[config.mk]
export PLATFORM = sky130hd
export DESIGN_NAME = seq_stream_ctrl
export DESIGN_NICKNAME = d
export VERILOG_FILES = /design/src/rtl/seq_stream_ctrl_pkg.sv /design/src/rtl/seq_pattern_matcher.sv /design/src/rtl/seq_stream_ctrl.sv
export SDC_FILE = /design/constraint.sdc
export NUM_CORES = 1
export LEC_CHECK = 0
export BUFFER_PORTS_ARGS = -buffer_cell sky130_fd_sc_hd__buf_2
export CAP_MARGIN = 40
export CORE_AREA = 4 4 88 90
export DETAILED_ROUTE_END_ITERATION = 10
export DIE_AREA = 0 0 92 94
export PLACE_DENSITY = 0.55
export REMOVE_ABC_BUFFERS = 1
export SYNTH_ARGS = -nofsm -noshare
export SYNTH_HDL_FRONTEND = slang
export SYNTH_SLANG_ARGS = --single-unit
[constraint.sdc]
create_clock -name clk -period 5.75 [get_ports clk]
set_clock_uncertainty 0.15 [all_clocks]
set_input_delay 0.2875 -clock clk [delete_from_list [all_inputs] [get_ports clk]]
set_output_delay 0.2875 -clock clk [all_outputs]
set_load 0.02 [all_outputs]
[src/rtl/seq_stream_ctrl_pkg.sv]
// Shared definitions for the word-to-bit pattern detection controller:
// default sizes and the controller FSM encoding.
package seq_stream_ctrl_pkg;

  localparam int DEF_WORD_W = 8;
  localparam int DEF_PAT_W  = 4;
  localparam int DEF_CNT_W  = 16;

  typedef enum logic [1:0] {
    ST_IDLE,
    ST_SHIFT,
    ST_REPORT
  } state_t;

endpackage

[src/rtl/seq_pattern_matcher.sv]
// Overlapping bit-serial pattern matcher. Holds a PAT_W-bit history and a
// saturating count of bits seen since reset/clear; match is combinational.
module seq_pattern_matcher
  import seq_stream_ctrl_pkg::*;
#(
  parameter int PAT_W = DEF_PAT_W
) (
  input  logic             clk,
  input  logic             rst,
  input  logic             clr,
  input  logic             bit_valid,
  input  logic             bit_in,
  input  logic [PAT_W-1:0] pattern,
  output logic             match
);

  localparam int SEEN_W = $clog2(PAT_W + 1);

  logic [PAT_W-1:0]  hist;
  logic [PAT_W-1:0]  hist_next;
  logic [SEEN_W-1:0] seen;

  assign hist_next = {hist[PAT_W-2:0], bit_in};

  // seen >= PAT_W after this shift means at least PAT_W-1 real bits already
  // held, so zeros left over from reset/clear can never complete a match.
  assign match = bit_valid && (hist_next == pattern) && (seen >= SEEN_W'(PAT_W - 1));

  always_ff @(posedge clk) begin
    if (rst || clr) begin
      hist <= '0;
      seen <= '0;
    end else if (bit_valid) begin
      // NOTE: non-blocking so hist and seen both update from pre-edge values.
      hist <= hist_next;
      if (seen != SEEN_W'(PAT_W)) seen <= seen + SEEN_W'(1);
    end
  end

endmodule

[src/rtl/seq_stream_ctrl.sv]
// Accepts words over valid/ready, serializes them MSB-first into the pattern
// matcher, and keeps per-word and saturating total match counts plus irq.
module seq_stream_ctrl
  import seq_stream_ctrl_pkg::*;
#(
  parameter int WORD_W = DEF_WORD_W,
  parameter int PAT_W  = DEF_PAT_W,
  parameter int CNT_W  = DEF_CNT_W
) (
  input  logic                         clk,
  input  logic                         rst,
  input  logic                         enable,
  input  logic                         clear,
  input  logic [PAT_W-1:0]             cfg_pattern,
  input  logic [CNT_W-1:0]             cfg_threshold,
  input  logic                         in_valid,
  input  logic [WORD_W-1:0]            in_data,
  output logic                         in_ready,
  output logic                         match_pulse,
  output logic                         word_done,
  output logic [$clog2(WORD_W+1)-1:0]  word_match_cnt,
  output logic [CNT_W-1:0]             total_cnt,
  output logic                         irq
);

  localparam int IDX_W = (WORD_W > 1) ? $clog2(WORD_W) : 1;
  localparam int WC_W  = $clog2(WORD_W + 1);

  state_t             state;
  logic [WORD_W-1:0]  data_q;
  logic [PAT_W-1:0]   pattern_q;
  logic [IDX_W-1:0]   bit_idx;
  logic               bit_valid;
  logic               bit_in;
  logic               match;
  logic [CNT_W-1:0]   total_next;

  assign bit_valid = (state == ST_SHIFT);
  assign bit_in    = data_q[bit_idx];
  assign in_ready  = (state == ST_IDLE) && enable;

  seq_pattern_matcher #(
    .PAT_W (PAT_W)
  ) u_matcher (
    .clk       (clk),
    .rst       (rst),
    .clr       (clear),
    .bit_valid (bit_valid),
    .bit_in    (bit_in),
    .pattern   (pattern_q),
    .match     (match)
  );

  always_comb begin
    // NOTE: default first so every path assigns total_next and no latch forms.
    total_next = total_cnt;
    if (match && (total_cnt != {CNT_W{1'b1}})) total_next = total_cnt + CNT_W'(1);
  end

  always_ff @(posedge clk) begin
    if (rst || clear) begin
      state          <= ST_IDLE;
      data_q         <= '0;
      pattern_q      <= '0;
      bit_idx        <= '0;
      match_pulse    <= 1'b0;
      word_done      <= 1'b0;
      word_match_cnt <= '0;
      total_cnt      <= '0;
      irq            <= 1'b0;
    end else begin
      match_pulse <= match;
      word_done   <= 1'b0;
      total_cnt   <= total_next;
      if (match) word_match_cnt <= word_match_cnt + WC_W'(1);
      // Compared against the live threshold, so lowering it below the
      // current total raises irq on the next edge.
      if ((cfg_threshold != '0) && (total_next >= cfg_threshold)) irq <= 1'b1;

      case (state)
        ST_IDLE: begin
          if (in_valid && in_ready) begin
            data_q         <= in_data;
            pattern_q      <= cfg_pattern;
            word_match_cnt <= '0;
            bit_idx        <= IDX_W'(WORD_W - 1);
            state          <= ST_SHIFT;
          end
        end
        ST_SHIFT: begin
          bit_idx <= bit_idx - IDX_W'(1);
          if (bit_idx == '0) begin
            state     <= ST_REPORT;
            word_done <= 1'b1;
          end
        end
        ST_REPORT: state <= ST_IDLE;
        default:   state <= ST_IDLE;
      endcase
    end
  end

endmodule

==> results of run 1 <==
[state kept, by name, indices dropped and copies added, names as in the netlist]
signal,flops
u_matcher.hist,3
total_cnt,16
state,2
pattern_q,4
match_pulse,1
u_matcher.seen,3
irq,1
word_done,1
bit_idx,3
data_q,8
word_match_cnt,4
[layout make-up]
class	count	share of cell area [%]
timing repair buffer	57	9.46
clock buffer	5	2.26
multi-input combinational	221	50.8
tap	99	4.07
sequential	46	30.3
inverter	20	2.47
clock inverter	3	0.699
[cell usage in the layout, fill, tap and decap left out, drive strengths merged, types with 2 or more instances in the layout]
cell type and n:
and4 3, nor2 14, o21ai 5, mux4 2
dfxtp 46, or2 2, xnor2 11, mux2i 8
and3 4, a21o 3, xor2 13, nor3 10
nor4 7, a21oi 23, nor4b 3, nand4 8
a211oi 4, inv 20, ha 23, nand2 41
buf 57, nor3b 2, or3 5, nand3 7
clkbuf 5, and2 11, nor2b 2, clkinv 2
nand2b 4
[worst max-delay path, delay by kind of cell (launching register included)]
| family | cells | cell delay (ps) |
|---|---|---|
| AO/OA/AOI/OAI | 6 | 830 |
| XOR/XNOR | 1 | 240 |
| flip-flops | 1 | 350 |
| adder cells (fa/ha/maj) | 1 | 280 |
| AND/OR/NAND/NOR | 3 | 1590 |
[per-layer routing]
layer | GRT usage (%) | wire length (um) | share of wire [%]
met3 | 2.80 | 249 | 4.2
met2 | 25.1 | 2800 | 47
met1 | 17.8 | 2780 | 47
met4 | 4.21 | 76 | 1.3
met5 | 0 | 0 | 0
[cell families after synthesis]
group | Yosys count | synth area share, %
buf+inv | 32 | 4.92
compound gates | 40 | 8.92
simple gates | 123 | 25.1
mux | 11 | 6.03
fa+ha+maj | 23 | 11.1
xor+xnor | 24 | 8.39
flops | 46 | 35.5
[per-stage QoR]
| stage | area (um^2) | power, uW | hold WS [ps] | util, % | setup slack, ps |
|---|---|---|---|---|---|
| floorplan | 2540 | 359 | 273 | - | 2610 |
| global placement | 2950 | 381 | 297 | 41.8 | 2360 |
| detailed placement | 2950 | 382 | 302 | 41.8 | 2200 |
| CTS | 3040 | 585 | 47.2 | 43.1 | 2190 |
| global route | 3040 | 604 | 59.1 | 43.1 | 1800 |
| finish | 3040 | 574 | 62.0 | 43.1 | 2220 |
[path summary, 6_finish.rpt]
check	start	endpoint	slack [ps]	depth (start not counted)
setup / recovery	state[0]$_SDFFE_PP0P_	irq$_SDFFE_PP0P_	2220	11
hold / removal	in_data[5]	data_q[5]$_SDFFE_PP0P_	60	3
hold reg to reg	data_q[4]$_SDFFE_PP0P_	data_q[4]$_SDFFE_PP0P_	310	2
setup reg to reg	state[0]$_SDFFE_PP0P_	irq$_SDFFE_PP0P_	2220	11
[power groups by stage]
stage,logic (uW),registers [uW],clock network [uW]
final,49.2,324,200
after global routing,56.7,325,223
after CTS,50.2,324,210
after detailed placement,49.9,332,0
after global placement,49.2,332,0
after floorplan,27.5,331,0
==> out/qor.yml, run 1 <==
ys.warnings.count: 0
die-area_um2: 8650
io_buffer_count: 56
io_pins: 57
post_cts_resized: 0
num_vias: 2187
synth_cell_type_count: 39
finalSetupTns_ps: 0
power.density_nw_per_um2: 189
p_leak_uw: 0.00143
die_h_um: 94
syn_to_final_growth_pct: 17.3
p_switching_uw: 146
pwr-share-clk_pct: 34.9
grt_pass1_wl_um: 10100
grt_usage_pct: 14.3
clkLatencyLatePin_ps: 300
peakVddDrop_mv: 0.0938
antenna_found_initial: 0
path_cells: "nor2b_1, nand3_1, nor4b_1, xor2_1, ha_1, a211o_1, a21oi_1, o21ai_0, o2111ai_1, a21o_1, a21oi_1"
drive_gt1_share_pct: 21.0
yosysSeqAreaShare_pct: 35.5
cp_max_fo: 14
fmax_ghz: 0.283
grt-ovfl-total: 0
synthMostInstantiatedCell: "dfxtp_1"
coreArea_um2: 7060
numCtsBuffers: 5
avgViaCountPerCell: 4.85
dp_hpwl_um: 4570
synthTopCellsByArea: "dfxtp_1, ha_1, nand2_1, a21oi_1, xor2_1"
fin_crit_ps: 3530
initial_core_util_pct: 36.7
first_global_vias: 2167
async_flop_share_pct: 0
root_buffer: "clkbuf_8"
endpoint_kind: "register"
ys_top_cells_by_count: "dfxtp_1, nand2_1, a21oi_1, ha_1, inv_1"
p_int_uw: 428
hold_buffers: 0
power_frac_seq_pct: 56.5
regArea_um2: 921
multiInputGateArea_um2: 1550
critPathMaxStageDelay_ps: 580
n_antenna_cell: 0
drcViolationCount: 0
netlist_area_um2: 2590
fp-row-count: 31
arrival_ps: 3570
cts_tree: "done"
postRouteAntennaNets: 0
postSynthAreaPerCell_um2: 8.67
period_share_pct: 61.4
wl_um: 5910
hp-class: "input pin to register"
clkTransAtPathRegs_ps: 90
final_nets: 407
clkSinkCount: 46
worstMarginPinSlew_ps: 725
rsz0062_at_grt: "false"
yosys.area.top_type_share_pct: 35.5
slew_violations: 0
setup_viol: 0
cts_max_level: 2
wire_per_inst_um: 13.1
crit_top_cell: "a21oi_1"
comb_power_share_pct: 8.6
drv_cap: 0
grt_max_degree: 27
max-slew-margin-rel_pct: 51.4
synthCells: 299
startpoint_type: "register"
stdcell_count: 451
cp_data_required_time_ps: 5800
dp_cells: 443
swShare_pct: 25.5
synthFlopType: "dfxtp_1"
routabilityCongestion: 0.831
post-cts-setup-buffer-count: 0
timing.final.hold_violations: 0
critPathKind: "register to register"
fillCellCount: 747
synth_edf_count: 0
firstDrtPassIters: 4
synth_seq_cells: 46
yosys.area.top_type: "dfxtp_1"
drtIter0Drc: 40
status: "finished, final reports clean"
clock_path_buffers: 2
chipWidth_um: 92
cp_slowest_cell: "nand3_1"
Note: power is estimated with default switching activity, not from simulation.
==> inputs of run 2 (changes only) <==
--- a/config.mk
+++ b/config.mk
@@ -5,11 +5,12 @@
 export SDC_FILE = /design/constraint.sdc
 export NUM_CORES = 1
 export LEC_CHECK = 0
+export ABC_AREA = 1
 export BUFFER_PORTS_ARGS = -buffer_cell sky130_fd_sc_hd__buf_2
 export CAP_MARGIN = 40
-export CORE_AREA = 4 4 88 90
+export CORE_AREA = 4 4 93 95
 export DETAILED_ROUTE_END_ITERATION = 10
-export DIE_AREA = 0 0 92 94
+export DIE_AREA = 0 0 97 99
 export PLACE_DENSITY = 0.55
 export REMOVE_ABC_BUFFERS = 1
 export SYNTH_ARGS = -nofsm -noshare
==> constraint.sdc (replaced) <==
create_clock -name clk -period 3.65 [get_ports clk]
set_clock_uncertainty 0.15 [all_clocks]
set_input_delay 0.1825 -clock clk [delete_from_list [all_inputs] [get_ports clk]]
set_output_delay 0.1825 -clock clk [all_outputs]
set_load 0.02 [all_outputs]
==> run 2 against run 1 <==
Cell area increased by 13%. First-iteration DRC count grew to 3.9 times the previous value. Area after synthesis is 13% higher. Via count up 26%. Fmax is 11% higher. Clock power increased by 95%. Sequential power increased by 59%. Final cell count increased by 30%. Critical path type unchanged. Critical endpoint unchanged. Highest routed layer unchanged.
==> out/qor.yml, run 2 <==
multiInputGateArea_um2: 1630
fillCellCount: 841
initial_core_util_pct: 38.0
status: "finished, final reports clean"
finalSetupTns_ps: 0
syn_to_final_growth_pct: 17.1
io_buffer_count: 56
io_pins: 57
grt_usage_pct: 15.1
yosysSeqAreaShare_pct: 31.4
layout_common_cells: "nand2_1, inv_1, buf_2"
arrival_ps: 3260
p_int_uw: 751
reg2reg_depth: 17
power.density_nw_per_um2: 292
max_flop_register: "total_cnt"
coreArea_um2: 7730
pwr-share-clk_pct: 38.8
drtIter0Drc: 155
synthFlopType: "dfxtp_1"
hp-class: "input pin to register"
crit_family: "simple AND/OR/NAND/NOR gates"
wl_um: 7150
fin_ws_ps: 475
postSynthAreaPerCell_um2: 6.90
reg.largest.list: "total_cnt (16), data_q (8)"
yosys.area.top_type_share_pct: 31.4
synthTopCellsByArea: "dfxtp_1, nand2_1, ha_1, inv_1, a21oi_1"
first_global_vias: 2584
final_nets: 538
chipWidth_um: 97
cp_slowest_cell: "dfxtp_1"
synthCells: 425
min_path_cells: 3
dp_hpwl_um: 5530
synthMostInstantiatedCell: "nand2_1"
root_buffer: "clkbuf_8"
swShare_pct: 25.1
clock_path_buffers: 2
drive_gt1_share_pct: 16.8
firstDrtPassIters: 4
max-slew-margin-rel_pct: 48.8
fin_crit_ps: 3180
wire_per_inst_um: 12.2
numCtsBuffers: 5
cp_data_required_time_ps: 3740
grt_pass1_wl_um: 12000
post_cts_resized: 0
peakVddDrop_mv: 0.142
synth_edf_count: 0
fp-row-count: 32
period_share_pct: 87.0
avgViaCountPerCell: 4.72
yosys.area.top_type: "dfxtp_1"
critPathMaxStageDelay_ps: 430
post-cts-setup-buffer-count: 0
cp_max_fo: 17
die_h_um: 99
critPathKind: "register to register"
comb_power_share_pct: 9.9
rsz0062_at_grt: "false"
p_switching_uw: 252
endpoint_kind: "register"
setup_viol: 0
n_antenna_cell: 0
synth_seq_cells: 46
ys.warnings.count: 0
startpoint_type: "register"
async_flop_share_pct: 0
fmax_ghz: 0.315
cp.depth: 17
drcViolationCount: 0
cp_num_buf_inv: 3
netlist_area_um2: 2930
clkSinkCount: 46
dp_slack_ps: 505
grt_max_degree: 27
routabilityCongestion: 0.874
clkTransAtPathRegs_ps: 90
worstMarginPinSlew_ps: 766
cts_max_level: 2
grt-ovfl-total: 0
path_cells: "ha_1, inv_1, nor2_2, inv_2, nor2_4, nand3_4, nand4_4, nand2_1, nand2_1, inv_1, ha_1, nand4_1, nor3_1, nand3_1, nand3_1, nand2_1, a21oi_1"
num_vias: 2759
slew_violations: 0
drv_cap: 0
timing.final.hold_violations: 0
ys_top_cells_by_count: "nand2_1, inv_1, dfxtp_1"
largest_register_ffs: 16
regArea_um2: 921
die-area_um2: 9600
clkLatencyLatePin_ps: 300
final_common_cell: "nand2_1"
p_leak_uw: 0.00168
crit_top_cell: "nand2_1"
synth_cell_type_count: 30
antenna_found_initial: 0
power_frac_seq_pct: 51.3
postRouteAntennaNets: 0
cts_tree: "done"
run 2: area by class of cell:
type	count	area share, %
clock buffers	5	2.00
multi-input cells	286	47.6
well taps	102	3.71
inverters	81	8.85
clock inverters	3	1.31
flip-flops and latches	46	26.8
repair buffers	62	9.76
run 2: routing by layer:
layer / vias to the layer above / routed length [um] / part of all wire [%] / track usage [%]
met5: - / 0 / 0 / 0
met4: 0 / 72 / 1.0 / 4.10
met3: 5 / 373 / 5.2 / 3.89
met2: 52 / 3210 / 45 / 23.6
met1: 1232 / 3500 / 49 / 20.7
li1: 1470 / - / - / -
run 2: cells by family (layout without fill, tap and decap cells):
kind of cell,after synthesis,after routing,synth area share [%]
buf+inv,93,151,12.9
fa+ha+maj,23,23,9.81
compound gates,57,57,10.4
flops,46,46,31.4
xor+xnor,16,16,4.78
simple gates,190,190,30.7
run 2: power groups by stage:
| stage | Sequential (uW) | Clock (uW) | Combinational (uW) |
|---|---|---|---|
| after detailed placement | 526 | 0 | 97.7 |
| after CTS | 514 | 403 | 101 |
| after global routing | 515 | 417 | 115 |
| after global placement | 526 | 0 | 96.0 |
| final | 514 | 389 | 99.5 |
| after floorplan | 525 | 0 | 59.7 |
run 2: worst min-delay path, cell delays in order:
cell and delay (ps):
buf_2 70, o21ai_0 70, a21oi_1 110
run 2: what timing repair did:
action                                  in CTS  in global routing
hold endpoints to repair                     4                  0
endpoints found under the setup margin       0                  0
hold buffers                                 4                  0
run 2: metrics by stage:
| stage | instances | hold slack [ps] | power, uW | utilization (%) | instance area [um^2] |
|---|---|---|---|---|---|
| 5_1_grt | 585 | 13.5 | 1050 | 44.5 | 3440 |
| 6_report | 585 | 22.0 | 1000 | 44.5 | 3440 |
| 2_1_floorplan | 413 | 200 | 584 | - | 2860 |
| 3_5_place_dp | 573 | 301 | 623 | 42.5 | 3280 |
| 3_3_place_gp | 573 | 295 | 622 | 42.5 | 3280 |
| 4_1_cts | 585 | 3.83 | 1020 | 44.5 | 3440 |
run 2: worst paths after layout:
kind / endpoint / start / slack (ps)
worst min-delay path: data_q[3]$_SDFFE_PP0P_ / in_data[3] / 20
worst max register to register: irq$_SDFFE_PP0P_ / total_cnt[0]$_SDFF_PP0_ / 470
worst max-delay path: irq$_SDFFE_PP0P_ / total_cnt[0]$_SDFF_PP0_ / 470
worst min register to register: data_q[1]$_SDFFE_PP0P_ / data_q[1]$_SDFFE_PP0P_ / 310
